--- src/rtl/muldiv_unit.sv ---
// RV32M multiply/divide unit: iterative 32-cycle shift-add multiply and restoring divide,
// with single-cycle fast paths for divide-by-zero and signed overflow.
module muldiv_unit (
    input  logic        clk,
    input  logic        rst_n,
    input  logic [31:0] src_a,
    input  logic [31:0] src_b,
    input  logic [2:0]  funct3,
    input  logic        start,
    output logic        busy,
    output logic        done,
    output logic [31:0] result
);

    localparam int unsigned XLEN = 32;
    localparam int unsigned CW   = 5;
    localparam logic [CW-1:0] LAST_ITER = CW'(XLEN - 1);

    typedef enum logic [1:0] {IDLE, CALC, DONE} state_t;

    state_t            state_q, state_nxt;
    logic [CW-1:0]     cnt_q;
    logic [2:0]        op_q;
    logic [XLEN-1:0]   hi_q, lo_q, dvs_q;
    logic              a_neg_q, b_neg_q;

    logic              busy_nxt, done_nxt, res_load;
    logic [XLEN-1:0]   res_nxt;

    // operand decode at the accepting edge
    logic              accept, a_signed, b_signed, a_neg, b_neg;
    logic              div_zero, div_ovf, fast;
    logic [XLEN-1:0]   mag_a, mag_b, fast_res;

    assign accept   = start && (state_q != CALC);
    assign a_signed = (funct3 == 3'b001) || (funct3 == 3'b010) || (funct3 == 3'b100) || (funct3 == 3'b110);
    assign b_signed = (funct3 == 3'b001) || (funct3 == 3'b100) || (funct3 == 3'b110);
    assign a_neg    = a_signed && src_a[XLEN-1];
    assign b_neg    = b_signed && src_b[XLEN-1];
    assign mag_a    = a_neg ? XLEN'(-src_a) : src_a;
    assign mag_b    = b_neg ? XLEN'(-src_b) : src_b;
    assign div_zero = funct3[2] && (src_b == '0);
    assign div_ovf  = funct3[2] && !funct3[0] && (src_a == 32'h8000_0000) && (src_b == 32'hFFFF_FFFF);
    assign fast     = div_zero || div_ovf;
    assign fast_res = div_zero ? (funct3[1] ? src_a : 32'hFFFF_FFFF)
                               : (funct3[1] ? 32'h0000_0000 : 32'h8000_0000);

    // one iteration: hi/lo hold product halves (multiply) or remainder/quotient (divide)
    logic [XLEN:0]     mul_sum, div_sh, div_diff;
    logic [2*XLEN-1:0] mul_sh;
    logic              div_ge;
    logic [XLEN-1:0]   hi_step, lo_step;

    always_comb begin
        mul_sum  = {1'b0, hi_q} + (lo_q[0] ? {1'b0, dvs_q} : (XLEN+1)'(0));
        mul_sh   = {mul_sum, lo_q[XLEN-1:1]};
        div_sh   = {hi_q, lo_q[XLEN-1]};
        div_diff = div_sh - {1'b0, dvs_q};
        div_ge   = !div_diff[XLEN];
        if (op_q[2]) begin
            hi_step = div_ge ? div_diff[XLEN-1:0] : div_sh[XLEN-1:0];
            lo_step = {lo_q[XLEN-2:0], div_ge};
        end else begin
            hi_step = mul_sh[2*XLEN-1:XLEN];
            lo_step = mul_sh[XLEN-1:0];
        end
    end

    // sign fix-up of the final iteration's outcome
    logic [2*XLEN-1:0] prod_s;
    logic [XLEN-1:0]   quo_s, rem_s, calc_res;

    always_comb begin
        prod_s   = (a_neg_q ^ b_neg_q) ? (2*XLEN)'(-{hi_step, lo_step}) : {hi_step, lo_step};
        quo_s    = (a_neg_q ^ b_neg_q) ? XLEN'(-lo_step) : lo_step;
        rem_s    = a_neg_q ? XLEN'(-hi_step) : hi_step;
        if (op_q[2])
            calc_res = op_q[1] ? rem_s : quo_s;
        else
            calc_res = (op_q[1:0] == 2'b00) ? prod_s[XLEN-1:0] : prod_s[2*XLEN-1:XLEN];
    end

    always_ff @(posedge clk or negedge rst_n) begin
        if (!rst_n) begin
            state_q <= IDLE;
            busy    <= 1'b0;
            done    <= 1'b0;
        end else begin
            state_q <= state_nxt;
            busy    <= busy_nxt;
            done    <= done_nxt;
        end
    end

    always_comb begin
        state_nxt = state_q;
        case (state_q)
            IDLE, DONE: state_nxt = start ? (fast ? DONE : CALC) : IDLE;
            CALC:       if (cnt_q == LAST_ITER) state_nxt = DONE;
            default:    state_nxt = IDLE;
        endcase
    end

    always_comb begin
        busy_nxt = (state_nxt == CALC);
        done_nxt = (state_nxt == DONE);
        res_load = 1'b0;
        res_nxt  = result;
        if (accept && fast) begin
            res_load = 1'b1;
            res_nxt  = fast_res;
        end else if ((state_q == CALC) && (cnt_q == LAST_ITER)) begin
            res_load = 1'b1;
            res_nxt  = calc_res;
        end
    end

    always_ff @(posedge clk or negedge rst_n) begin
        if (!rst_n) begin
            cnt_q   <= '0;
            op_q    <= '0;
            hi_q    <= '0;
            lo_q    <= '0;
            dvs_q   <= '0;
            a_neg_q <= 1'b0;
            b_neg_q <= 1'b0;
            result  <= '0;
        end else begin
            if (accept) begin
                cnt_q   <= '0;
                op_q    <= funct3;
                hi_q    <= '0;
                lo_q    <= mag_a;
                dvs_q   <= mag_b;
                a_neg_q <= a_neg;
                b_neg_q <= b_neg;
            end else if (state_q == CALC) begin
                cnt_q   <= cnt_q + CW'(1);
                hi_q    <= hi_step;
                lo_q    <= lo_step;
            end
            if (res_load)
                result <= res_nxt;
        end
    end

endmodule
--- config.mk ---
export PLATFORM = sky130hd
export DESIGN_NAME = muldiv_unit
export DESIGN_NICKNAME = d
export VERILOG_FILES = /design/src/rtl/muldiv_unit.sv
export SDC_FILE = /design/constraint.sdc
export NUM_CORES = 1
export LEC_CHECK = 0
export ABC_AREA = 1
export BUFFER_PORTS_ARGS = -buffer_cell sky130_fd_sc_hd__buf_2
export CAP_MARGIN = 25
export CELL_PAD_IN_SITES_DETAIL_PLACEMENT = 0
export CELL_PAD_IN_SITES_GLOBAL_PLACEMENT = 1
export CORE_ASPECT_RATIO = 1.75
export CORE_MARGIN = 1
export CORE_UTILIZATION = 40
export CTS_CLUSTER_DIAMETER = 100
export DETAILED_ROUTE_END_ITERATION = 10
export GPL_ROUTABILITY_DRIVEN = 1
export GPL_TIMING_DRIVEN = 0
export PLACE_DENSITY_LB_ADDON = 0.25
export SETUP_SLACK_MARGIN = 0.5
export SYNTH_ARGS = -nofsm -noshare
export SYNTH_HDL_FRONTEND = slang
export SYNTH_SLANG_ARGS = --single-unit
--- constraint.sdc ---
create_clock -name clk -period 5.43 [get_ports clk]
set_input_delay 1.086 -clock clk [delete_from_list [all_inputs] [get_ports clk]]
set_output_delay 1.086 -clock clk [all_outputs]
set_load 0.01 [all_outputs]
; Word-level counts from Yosys, hierarchy flattened
; Index checks and enable logic that the tools add are counted.
; Widths: inputs -> output; s select.
[op_classes]
addsub = 8
eq_ne = 12
mux = 29
bitwise_logic = 1
reduce_logical = 24
[ops]
columns = cell, n
row1 = $mux 32, 20
row2 = $neg 32->32, 4
row3 = $eq 32x32->1 const B, 2
row4 = $mux 64, 1
row5 = $neg 64->64, 1
row6 = $add 32x32->33, 1
row7 = $sub 33x32->33, 1
row8 = $logic_not 32->1, 1
row9 = $mux 5, 2
row10 = $logic_and 1x1->1, 9
row11 = $eq 3x3->1 const B, 2
row12 = $logic_or 1x1->1, 6
row13 = $mux 2, 3
row14 = $add 5x1->5 const B, 1
row15 = $eq 5x5->1 const B, 1
row16 = $eq 2x1->1 const B, 2
row17 = $eq 2x2->1 const B, 2
row18 = $logic_not 2->1, 2
row19 = $pmux 2 s2, 1
row20 = $reduce_bool 2->1, 2
row21 = $eq 3x1->1 const B, 1
row22 = $eq 3x2->1 const B, 1
row23 = $logic_not 1->1, 2
row24 = $mux 1, 2
row25 = 4 further kinds, 4
[totals]
reg_bits = 142
input_bits = 70
output_inout_bits = 34
wordCells = 85

; Longest topological paths before layout
[logic_depth]
depth_word = 9
ltp_mapped = 34

; Worst setup path before layout
; OpenSTA, ideal clock, no wires.
[synth_path]
kind = register -> register
from = register lo_q[31]
to = register result[20]
setup_time_ns = 0.122
t_arrival_ns = 3.765
required_time_ns = 5.308
setup_slack_ns = 1.543
stages_incl_launch_ff = 34
path_buffers = 0
synth_period_minus_slack_ns = 3.887
cell_sequence = dfrtp_1 > inv_1 > ha_1 > inv_1 > fa_1 > nand2_1 > nand2_1 > nand3_1 > nand2_2 > nand2_2 > nand2_4 > nand2_4 > nand3_2 > nand3_2 > nand2_1 > inv_2 > ha_1 > nand3_2 > nor2_4 > nand3_2 > nor3b_2 > nand4_2 > nor2_4 > nand4_2 > inv_2 > nand2_1 > o21ai_4 > nand2_1 > nand2_1 > nand3_1 > nand2_1 > nand2_1 > nand2_1 > a21oi_1
[synth_between]
elab_chain_cells = 9
[synth_lines]
columns = item, line
row1 = "start, declared", 24  ; logic [XLEN-1:0] hi_q, lo_q, dvs_q;
row2 = "start signal, assigned", 133  ; lo_q <= mag_a;
row3 = "start signal, assigned", 140  ; lo_q <= lo_step;
row4 = $sub 33x32->33, 58  ; div_diff = div_sh - {1'b0, dvs_q};
row5 = $mux 32 / $logic_not 1->1 (equally long branches), "61, 59"
row6 = $mux 32, 60  ; if (op_q[2]) begin
row7 = "$neg 64->64, or another cell as far along", 74  ; prod_s = (a_neg_q ^ b_neg_q) ? (2*XLEN)'(-{hi_step, lo_step}) : {hi_step, lo_step};
row8 = "$mux 64, or another cell as far along", 74
row9 = "$mux 32, on equally long branches", "80, 78"
row10 = $mux 32 (*), 77  ; if (op_q[2])
row11 = $mux 32 (*), 112  ; end else if ((state_q == CALC) && (cnt_q == LAST_ITER)) begin
row12 = $mux 32 (*), 109  ; if (accept && fast) begin
row13 = "end signal, assigned", 143  ; result <= res_nxt;
row14 = "end, declared", 12  ; output logic [31:0] result
; Every way passes the cells marked *; elsewhere a longest branch is shown, timed or not. The select of a mux whose other input is x is not followed.
; A chain may end at the register's enable or synchronous reset.

; Worst setup path after layout
[layout_path]
from = register lo_q[0]
to = register result[15]
[layout_between]
elab_chain_cells = 9
[layout_lines]
columns = item, line
row1 = $mux 32, 55  ; mul_sum = {1'b0, hi_q} + (lo_q[0] ? {1'b0, dvs_q} : (XLEN+1)'(0));
row2 = $add 32x32->33, 55
row3 = $mux 32, 60
row4 = $neg 64->64 / $neg 32->32 (equally long branches), "74, 76"
row5 = $mux 64 / $mux 32 (equally long branches), "74, 76"
row6 = "$mux 32, on equally long branches", "80, 78"
row7 = $mux 32 (*), 77
row8 = $mux 32 (*), 112
row9 = $mux 32 (*), 109
; Marked as above.

==> flow_summary.yaml <==
routing:
  routed_wl_mm: 90.64
  vias_per_cell: 5.656
  first_pass_iters: 6
  num_vias: 20922
  avgRoutedWirePerCell_um: 24.50
  ant_nets: 0
  first_iter_violations: 1768
  drc: 0
sta:
  slew_headroom_pct: 35.37
  final.min_clock_period_ns: 4.811
  worstMarginPinSlew_ns: 0.9695
  skew_ns: 0.02306
  rsz0062_at_grt: "yes"
  fin_crit_sh_pct: 88.60
  hold_slack_ns: 0.4970
  setup_viol: 0
  finalMaxSlewViolations: 0
  hold_viol: 0
  max_freq_ghz: 0.2079
clocking:
  cts_buffers: 17
  cts_tree: "built"
  root_buffer: "clkbuf_16"
  clock_path_buffers: 2
  clk-insertion-delay-late_ns: 0.48
  path_clk_slew_ns: 0.08
  cts_max_level: 4
  hold_buffers: 0
  cts.sinks: 142
place:
  hpwl_mm: 75.50
  port_buffers: 102
  placed_cell_area_um2: 18650
  gp_congestion: 1.053
floorplan:
  core_um2: 42670
  die_x_um: 159.5
  dieArea_um2: 44310
  row_count: 100
  num_io_pins: 104
  initial_core_util_pct: 40.72
  die_h_um: 277.7
finish:
  seqCellArea_um2: 3576
  drive_above_1_share_pct: 12.21
  num-fill-cells: 4724
  area_growth_pct: 13.81
  nets: 3268
  multiInputGateArea_um2: 12110
  antennaDiodeCount: 0
  design_area_um2: 19770
critical_path:
  worstPathMaxFanout: 10
  cpMostUsedCell: "nand2_1"
  critPathKind: "flip-flop to flip-flop"
  r2r.worst_path.cells: 25
  required_ns: 5.79
  slowest_delay_ns: 0.55
  worstSetupEndpointType: "flip-flop"
  r2r_start: "lo_q[0]"
  crit_end: "result[15]"
  path_delay_family: "simple AND/OR/NAND/NOR gates"
  cp-startpoint: "lo_q[0]"
  cp.depth: 25
  path_buf_inv: 5
  critPathLaunchType: "flip-flop"
  worstPathArrival_ns: 5.17
  cp_slowest_cell: "o21ai_0"
  r2r_end: "result[15]"
  r2r_setup_slack_ns: 0.62
grt:
  grt_max_degree: 94
  grt_pass1_wl_mm: 131.5
  track_usage_pct: 40.82
  grt.overflow.total: 0
  antenna_found_initial: 0
  grt_pass1_vias: 20708
synth:
  synth.distinct_cells: 56
  yosys.area.top_type: "dfrtp_1"
  synth-edff-count: 0
  synth_top_family_by_area: "simple AND/OR/NAND/NOR gates"
  syn-instance-count: 2977
  syn_avg_cell_area_um2: 5.836
  synth-compound-area-share_pct: 17.95
  synthesis.nets: 3120
  synth_warnings: 0
  ys.flop_type: "dfrtp_1"
  synth-seq-cells: 142
  synth_top_area_share_pct: 20.45
  ys_top_cells_by_area: "dfrtp_1 (20%), nand2_1 (19%), inv_1 (8.1%), o21ai_0 (7.0%), nand3_1 (6.4%)"
  yosys.area_share.simple_pct: 39.99
  synth_xor_area_share_pct: 4.890
  async_flop_share_pct: 100.0
  syn_area_um2: 17370
  ys_seq_area_share_pct: 20.45
  synth_fa_ha_area_share_pct: 5.344
  synth.area.mux_share_pct: 0
run_status:
  status: "finished clean"
min_path:
  hp-class: "flip-flop to flip-flop"
  min_from: "result[31]"
job:
  maxCapViolCount: 0
worst min-delay path by stage:
| stage | end | slack [ns] | depth (start not counted) |
|---|---|---|---|
| 6_report | result[31] | 0.50 | 2 |
| 5_1_grt | result[31] | 0.51 | 2 |
| 4_1_cts | result[31] | 0.50 | 2 |
| 3_5_place_dp | result[31] | 0.48 | 2 |
| 3_3_place_gp | result[31] | 0.47 | 2 |
| 2_1_floorplan | cnt_q[3] | 0.46 | 1 |
routing by layer:
metal	track usage, %	share of wire (%)
met5	0	0
met4	45.46	13
met3	4.800	4.6
met2	73.12	50
met1	38.09	33
worst min-delay path: cells and delay by family (launching register included):
kind | cells | cell delay (ns)
simple gates | 2 | 0.11
flops | 1 | 0.35
cell usage in the layout, fill, tap and decap left out, types with 6 or more instances in the layout:
cell type  synthesis  routed
nand3_1          223     220
nand2_1          865     857
a21oi_2            4       6
nand2_2           39      43
xor2_1            79      78
buf_2             14     115
a21o_1             7       7
o31ai_1            7       7
buf_6              5       6
or2_2             20      19
nor2_1           285     281
nor3_1            34      34
ha_1              71      63
nor4_1            12      12
nand3b_1          13      13
buf_1             10      10
a21oi_1          188     186
nor2_4             7      10
inv_1            376     373
o221ai_1          10      10
xnor2_1           18      18
inv_2             20      21
nor2_2            23      24
o21ai_1           25      27
nand2_4            5       7
nand4_1           48      48
clkbuf_16          0      17
buf_4              3      27
nand3_2           10       7
o211ai_1          12      12
dfrtp_1          142     124
o21ai_2            9       8
dfrtp_2            0      18
o22ai_1           21      21
o21ai_0          244     242
nand3_4            0       6
o21bai_1          15      15
clkbuf_1          71      67
area by class of cell:
| cell class | instances | area share [%] |
|---|---|---|
| Multi-Input combinational cell | 2332 | 61.22 |
| Inverter | 398 | 7.637 |
| Clock inverter | 15 | 1.012 |
| Timing Repair Buffer | 129 | 3.841 |
| Sequential cell | 142 | 18.08 |
| Clock buffer | 17 | 2.151 |
| Tap cell | 561 | 3.550 |
| Buffer | 105 | 2.506 |
state kept, by name (all words and copies together), names as in the netlist:
signal	cells
busy	1
done	1
state_q	2
op_q	3
result	32
a_neg_q	1
b_neg_q	1
hi_q	32
lo_q	32
dvs_q	32
cnt_q	5
stage by stage:
stage | setup TNS, ns | utilization (%) | std cells | setup slack, ns
CTS | 0 | 45.73 | 3684 | 0.5091
global route | 0 | 46.35 | 3699 | 0.4299
finish | 0 | 46.35 | 3699 | 0.6189
floorplan | 0 | - | 2977 | 1.543
global placement | -0.8054 | 43.56 | 3640 | -0.1737
detailed placement | -1.457 | 43.71 | 3644 | -0.2591
kinds of logic (layout without fill, tap and decap cells):
family | after synthesis | count (layout)
simple gates | 1598 | 1598
compound gates | 564 | 564
xor+xnor | 97 | 97
fa+ha+maj | 73 | 73
buf+inv | 503 | 664
flops | 142 | 142
cell usage after synthesis, types with 13 or more instances:
| master | number |
|---|---|
| a21oi_1 | 188 |
| nor3_1 | 34 |
| nor2_2 | 23 |
| inv_1 | 376 |
| nand3_1 | 223 |
| or2_2 | 20 |
| clkbuf_1 | 71 |
| o22ai_1 | 21 |
| nand4_1 | 48 |
| o21ai_1 | 25 |
| nand3b_1 | 13 |
| ha_1 | 71 |
| buf_2 | 14 |
| o21ai_0 | 244 |
| nand2_1 | 865 |
| dfrtp_1 | 142 |
| inv_2 | 20 |
| nand2_2 | 39 |
| nor2_1 | 285 |
| xor2_1 | 79 |
| o21bai_1 | 15 |
| xnor2_1 | 18 |
timing repair:
action,in CTS,in global routing
hold endpoints to repair,0,0
resized for setup,46,40
endpoints found under the setup margin,18,27
setup buffers,8,15
pin swaps,11,17
Power is left out: the tool's default activity adds up to more than one toggle a clock period on the data nets, which glitch-free logic cannot reach.
